**src/rtl/bus_pkg.sv**
```systemverilog
// Shared definitions for the serial-bus arbiter: FSM encodings, slave select
// codes, owner identifiers and the serial address widths.
package bus_pkg;

  typedef enum logic [2:0] {
    ST_IDLE    = 3'd0,
    ST_ADDR    = 3'd1,
    ST_CONNECT = 3'd2,
    ST_ERROR   = 3'd3,
    ST_RELEASE = 3'd4
  } state_t;

  localparam logic [1:0] SEL_S1  = 2'b00;
  localparam logic [1:0] SEL_S2  = 2'b01;
  localparam logic [1:0] SEL_S3  = 2'b10;
  localparam logic [1:0] SEL_BAD = 2'b11;

  localparam logic [1:0] OWNER_NONE = 2'd0;
  localparam logic [1:0] OWNER_M1   = 2'd1;
  localparam logic [1:0] OWNER_M2   = 2'd2;

  // Master address = 2-bit select prefix + slave address.
  localparam int MADDR_W = 14;
  localparam int SADDR_W = 12;

endpackage

```
**src/rtl/rr_picker.sv**
```systemverilog
// Two-way round-robin choice: a lone requester wins, a tie goes to the master
// that was not served last. grant_id 0 = m1, 1 = m2.
module rr_picker (
  input  logic [1:0] req,
  input  logic       last,
  output logic       grant_id
);

  always_comb begin
    grant_id = 1'b0;
    case (req)
      2'b01:   grant_id = 1'b0;
      2'b10:   grant_id = 1'b1;
      2'b11:   grant_id = ~last;
      default: grant_id = 1'b0;
    endcase
  end

endmodule

```
**src/rtl/rr_bus_arbiter.sv**
```systemverilog
// Round-robin arbiter for two serial-bus masters and three slaves: decodes the
// 2-bit select prefix, routes the owner to the chosen slave, watchdogs the hold time.
module rr_bus_arbiter
  import bus_pkg::*;
#(
  parameter int TIMEOUT = 4096,
  parameter int TO_W    = 12
) (
  input  logic       clk,
  input  logic       reset,
  input  logic       m1_request,
  input  logic       m1_address,
  input  logic       m1_data,
  input  logic       m1_valid,
  input  logic       m1_address_valid,
  input  logic       m1_write_en,
  input  logic       m1_burst,
  input  logic       m2_request,
  input  logic       m2_address,
  input  logic       m2_data,
  input  logic       m2_valid,
  input  logic       m2_address_valid,
  input  logic       m2_write_en,
  input  logic       m2_burst,
  input  logic       s1_data_in,
  input  logic       s1_ready,
  input  logic       s1_valid_out,
  input  logic       s2_data_in,
  input  logic       s2_ready,
  input  logic       s2_valid_out,
  input  logic       s3_data_in,
  input  logic       s3_ready,
  input  logic       s3_valid_out,
  output logic       m1_available,
  output logic       m1_ready,
  output logic       m1_data_out,
  output logic       m1_valid_in,
  output logic       m2_available,
  output logic       m2_ready,
  output logic       m2_data_out,
  output logic       m2_valid_in,
  output logic       s1_address,
  output logic       s1_data,
  output logic       s1_valid,
  output logic       s1_write_en,
  output logic       s1_burst,
  output logic       s2_address,
  output logic       s2_data,
  output logic       s2_valid,
  output logic       s2_write_en,
  output logic       s2_burst,
  output logic       s3_address,
  output logic       s3_data,
  output logic       s3_valid,
  output logic       s3_write_en,
  output logic       s3_burst,
  output logic       decode_err,
  output logic       timeout,
  output logic [2:0] state
);

  localparam logic [TO_W-1:0] TO_LAST = TO_W'(TIMEOUT - 1);

  state_t          st;
  logic [1:0]      owner;
  logic            rr_last;
  logic [1:0]      sel;
  logic [1:0]      bitcnt;
  logic [TO_W-1:0] to_cnt;
  logic            grant_id;

  logic o_req, o_addr, o_data, o_valid, o_av, o_we, o_burst;
  logic r_ready, r_data, r_valid;
  logic connect;

  rr_picker u_picker (
    .req      ({m2_request, m1_request}),
    .last     (rr_last),
    .grant_id (grant_id)
  );

  always_comb begin
    o_req   = 1'b0;
    o_addr  = 1'b0;
    o_data  = 1'b0;
    o_valid = 1'b0;
    o_av    = 1'b0;
    o_we    = 1'b0;
    o_burst = 1'b0;
    if (owner == OWNER_M1) begin
      o_req   = m1_request;
      o_addr  = m1_address;
      o_data  = m1_data;
      o_valid = m1_valid;
      o_av    = m1_address_valid;
      o_we    = m1_write_en;
      o_burst = m1_burst;
    end else if (owner == OWNER_M2) begin
      o_req   = m2_request;
      o_addr  = m2_address;
      o_data  = m2_data;
      o_valid = m2_valid;
      o_av    = m2_address_valid;
      o_we    = m2_write_en;
      o_burst = m2_burst;
    end
  end

  // The second select bit is taken straight from the line, so the decision
  // lands on the same edge that samples it.
  always_ff @(posedge clk or negedge reset) begin
    if (!reset) begin
      st      <= ST_IDLE;
      owner   <= OWNER_NONE;
      rr_last <= 1'b1;
      sel     <= SEL_S1;
      bitcnt  <= 2'd0;
      to_cnt  <= '0;
    end else begin
      case (st)
        ST_IDLE: begin
          if (m1_request || m2_request) begin
            owner  <= grant_id ? OWNER_M2 : OWNER_M1;
            bitcnt <= 2'd0;
            sel    <= SEL_S1;
            st     <= ST_ADDR;
          end
        end
        ST_ADDR: begin
          if (!o_req) begin
            st <= ST_RELEASE;
          end else if (o_av) begin
            sel    <= {sel[0], o_addr};
            bitcnt <= bitcnt + 2'd1;
            if (bitcnt == 2'd1) begin
              to_cnt <= '0;
              st     <= ({sel[0], o_addr} == SEL_BAD) ? ST_ERROR : ST_CONNECT;
            end
          end
        end
        ST_CONNECT: begin
          to_cnt <= to_cnt + 1'b1;
          if (!o_req || to_cnt == TO_LAST) st <= ST_RELEASE;
        end
        ST_ERROR: st <= ST_RELEASE;
        ST_RELEASE: begin
          rr_last <= (owner == OWNER_M2);
          owner   <= OWNER_NONE;
          to_cnt  <= '0;
          st      <= ST_IDLE;
        end
        default: st <= ST_IDLE;
      endcase
    end
  end

  assign connect = (st == ST_CONNECT);

  always_comb begin
    s1_address = 1'b0; s1_data = 1'b0; s1_valid = 1'b0; s1_write_en = 1'b0; s1_burst = 1'b0;
    s2_address = 1'b0; s2_data = 1'b0; s2_valid = 1'b0; s2_write_en = 1'b0; s2_burst = 1'b0;
    s3_address = 1'b0; s3_data = 1'b0; s3_valid = 1'b0; s3_write_en = 1'b0; s3_burst = 1'b0;
    r_ready = 1'b0;
    r_data  = 1'b0;
    r_valid = 1'b0;
    if (connect) begin
      case (sel)
        SEL_S1: begin
          s1_address = o_addr; s1_data = o_data; s1_valid = o_valid;
          s1_write_en = o_we;  s1_burst = o_burst;
          r_ready = s1_ready;  r_data = s1_data_in; r_valid = s1_valid_out;
        end
        SEL_S2: begin
          s2_address = o_addr; s2_data = o_data; s2_valid = o_valid;
          s2_write_en = o_we;  s2_burst = o_burst;
          r_ready = s2_ready;  r_data = s2_data_in; r_valid = s2_valid_out;
        end
        SEL_S3: begin
          s3_address = o_addr; s3_data = o_data; s3_valid = o_valid;
          s3_write_en = o_we;  s3_burst = o_burst;
          r_ready = s3_ready;  r_data = s3_data_in; r_valid = s3_valid_out;
        end
        default: ;
      endcase
    end
  end

  assign m1_available = (owner == OWNER_M1) && (st == ST_ADDR || connect);
  assign m2_available = (owner == OWNER_M2) && (st == ST_ADDR || connect);
  assign m1_ready     = connect && (owner == OWNER_M1) && r_ready;
  assign m1_data_out  = connect && (owner == OWNER_M1) && r_data;
  assign m1_valid_in  = connect && (owner == OWNER_M1) && r_valid;
  assign m2_ready     = connect && (owner == OWNER_M2) && r_ready;
  assign m2_data_out  = connect && (owner == OWNER_M2) && r_data;
  assign m2_valid_in  = connect && (owner == OWNER_M2) && r_valid;

  assign decode_err = (st == ST_ERROR);
  assign timeout    = connect && (to_cnt == TO_LAST);
  assign state      = st;

endmodule

```
**config.mk**
```make
export PLATFORM = sky130hd
export DESIGN_NAME = rr_bus_arbiter
export DESIGN_NICKNAME = d
export VERILOG_FILES = /design/src/rtl/bus_pkg.sv /design/src/rtl/rr_picker.sv /design/src/rtl/rr_bus_arbiter.sv
export SDC_FILE = /design/constraint.sdc
export NUM_CORES = 1
export LEC_CHECK = 0
export BUFFER_PORTS_ARGS = -buffer_cell sky130_fd_sc_hd__buf_2
export CAP_MARGIN = 20
export CELL_PAD_IN_SITES_DETAIL_PLACEMENT = 1
export CELL_PAD_IN_SITES_GLOBAL_PLACEMENT = 2
export CORE_ASPECT_RATIO = 1.2
export CORE_MARGIN = 2
export CORE_UTILIZATION = 26
export CTS_BUF_LIST = sky130_fd_sc_hd__clkbuf_16
export DETAILED_ROUTE_END_ITERATION = 7
export MAX_ROUTING_LAYER = met4
export PLACE_DENSITY_LB_ADDON = 0.05
export RECOVER_POWER = 100
export SLEW_MARGIN = 30
export SYNTH_ARGS = -nofsm -noshare
export SYNTH_HDL_FRONTEND = slang
export SYNTH_SLANG_ARGS = --single-unit
```
**constraint.sdc**
```tcl
create_clock -name clk -period 1.4 [get_ports clk]
set_input_delay 0.35 -clock clk [delete_from_list [all_inputs] [get_ports clk]]
set_output_delay 0.35 -clock clk [all_outputs]
set_load 0.02 [all_outputs]
```
==> results.cfg <==
[yosys]
netlist_area_um2 = 1620
synth_largest_area_cell = dfrtp_1
muxShareOfSynthArea_pct = 5.03
syn_inst = 187
syn_area_per_cell_um2 = 8.65
synth_area_leaders = dfrtp_1 (32%), nor2_1 (8.4%), nand2_1 (4.4%)
synth_top_flop_cell = dfrtp_1
async_reset_ff_share_pct = 100
ys_seq_elements = 22
synth_top_family_by_area = simple AND/OR/NAND/NOR gates
syn-num-nets = 214
synth-xor-area-share_pct = 3.79
ys_seq_area_share_pct = 34.1
yosysWarnings = 0
synth_compound_area_share_pct = 18.8
synthAdderAreaFrac_pct = 1.55
yosysUniqueCellTypes = 52
synth-simple-area-share_pct = 32.5
synth-edff-count = 0
synth_top_area_share_pct = 32.5

[global_routing]
globalRouteOverflowTotal = 0
grt_pass1_vias = 2154
grt_max_degree = 23
antenna_found_initial = 0
grt_pass1_wl_um = 10900
grt.total_usage_pct = 20.3

[run_status]
violations = setup timing
status = finished with violations

[pwr]
finalPower_mw = 3.96
p_leak_nw = 1.35
pwr_density_cell_nw_per_um2 = 1270
ir_worst_vdd_v = 0.000568

[floorplanning]
die_h_um = 90.4
rows = 31
top_level_ports = 53
start_util_pct = 26.9
core_um2 = 6010
fp.dieW_um = 76.0
die_area_um2 = 6870

[layout]
area_growth_pct = 92.0
seq_area_um2 = 558
multi_input_area_um2 = 1360
layout-drive-gt1-share_pct = 68.9
nets = 330
final_cell_mix = buf_4 (53), buf_6 (37), buf_2 (26), nor2_1 (18), dfrtp_1 (16)
fill_cells = 695
diodes = 0
final_common_cell = buf_4
final_area_um2 = 3110

[clock_network]
hold_buffers = 0
cts-buffers-inserted = 3
cts_buffer_depth = 2
cts-root-buf = clkbuf_16
cts_tree = yes
clock_latency_ns = 0.25
cts_sinks = 22
clk_pin_slew_ns = 0.06
htreeDepth = 1

[drt]
post_drt_wl_per_cell_um = 17.6
routed_via_density = 4.99
drt-total-wl_um = 6760
drt-initial-drc-count = 42
drc = 0
firstDrtPassIters = 4
ant_nets = 0
vias = 1918

[critical_path]
cp.arrival_ns = 1.60
worstPathRequired_ns = 1.05
startpoint_type = flip-flop
end_kind = output port
critPathKind = reg -> out
rr_worst_depth = 5
r2r_start = owner[1]$_DFFE_PN0P_
regToRegSetupSlack_ns = -0.27
worstReg2RegEnd = to_cnt[8]$_DFFE_PN0P_
crit_fanout = 5

[sta]
relSlewSlack_pct = 58.6
final.setup.worst_slack_ns = -0.553
finalHoldViolCount = 0
skew_ns = 0.00718
fmax_mhz = 512
worst_slew_pin_slew_ns = 0.621
slew_violations = 0
min_period_ns = 1.95
finalSetupViolCount = 47
hold_ws_ns = 0.0974
layout_worst_path_cycle_share_pct = 140
rsz0062_at_grt = true

[placed_design]
dp_hpwl_um = 4980
io_buffers = 52
postPlaceCellArea_um2 = 2420
place.gp.congestion = 0.785

[min_path]
hold_path_class = in -> async

[job]
maxCapViolations = 0
-- cell families (layout without fill, tap and decap cells) --
group,Yosys count,after routing
flip-flops,22,22
adder cells (fa/ha/maj),2,2
AND/OR/NAND/NOR,98,98
buffers and inverters,12,127
multiplexers,8,8
XOR/XNOR,7,7
AO/OA/AOI/OAI,38,38
-- worst max-delay path by stage --
stage | startpoint | end | slack, ns | cells past startpoint
2_1_floorplan | state[1]$_DFFE_PN0P_ | s3_data | -0.35 | 4
3_3_place_gp | owner[0]$_DFFE_PN0P_ | s3_burst | -0.31 | 4
3_5_place_dp | owner[0]$_DFFE_PN0P_ | s2_valid | -0.33 | 4
4_1_cts | state[2]$_DFFE_PN0P_ | s1_write_en | -0.51 | 5
5_1_grt | state[2]$_DFFE_PN0P_ | s3_write_en | -0.67 | 5
6_report | state[2]$_DFFE_PN0P_ | s3_write_en | -0.55 | 5
-- synthesized netlist by cell type (3+ instances only) --
| cell | count |
|---|---|
| buf_2 | 3 |
| nor3_1 | 4 |
| nand2_1 | 19 |
| o2bb2ai_1 | 5 |
| o21ai_0 | 6 |
| nor4_1 | 3 |
| mux2i_1 | 7 |
| and2_0 | 3 |
| clkbuf_1 | 3 |
| dfrtp_1 | 21 |
| nand4_1 | 5 |
| o22ai_1 | 5 |
| nand3_1 | 4 |
| inv_1 | 4 |
| a21oi_1 | 3 |
| a22oi_1 | 5 |
| nor2_1 | 36 |
| nand3b_1 | 3 |
| xor2_1 | 5 |
-- power breakdown --
group          total [mW]  internal [mW]  switching [mW]
Clock               0.609          0.381           0.228
Sequential          0.842          0.736           0.106
Combinational        2.50           1.25            1.25
Total                3.96           2.37            1.59
-- final cells by class --
cell class	count	share of cell area (%)
multi-input cells	153	43.8
repair buffers	119	31.9
flip-flops and latches	22	18.0
well taps	82	3.30
clock buffers	3	2.42
inverters	4	0.564
clock inverters	1	0.121
-- per-layer routing --
| metal | wire [um] | share of wire [%] | GRT usage, % |
|---|---|---|---|
| met1 | 2500 | 37 | 19.4 |
| met2 | 3870 | 57 | 42.0 |
| met3 | 269 | 4.0 | 3.20 |
| met4 | 123 | 1.8 | 4.55 |
| met5 | 0 | 0 | - |
-- flip-flops by register name, indices dropped and copies added (netlist names) --
name,flops
to_cnt,12
state,3
bitcnt,2
owner,2
sel,2
rr_last,1
-- critical path, stage by stage, from the launching register on --
cell and delay, ns:
dfrtp_2 0.43, nor3b_4 0.20, buf_4 0.14, nand3b_1 0.20, nor2_1 0.20, buf_4 0.17
-- stage by stage --
stage	setup TNS, ns	cells	utilization [%]	setup slack [ns]
6_report	-14.17	384	51.7	-0.553
5_1_grt	-17.61	384	51.7	-0.669
4_1_cts	-14.16	378	49.7	-0.511
3_5_place_dp	-10.45	357	40.2	-0.332
3_3_place_gp	-9.19	357	40.2	-0.312
2_1_floorplan	-6.09	187	-	-0.346
-- repair_timing --
action,in CTS,in global routing
pin swaps,40,39
setup endpoints to repair,47,48
gates resized for setup,101,25
hold endpoints to repair,0,0
setup buffers,20,11
(Power assumes the default switching activity.)
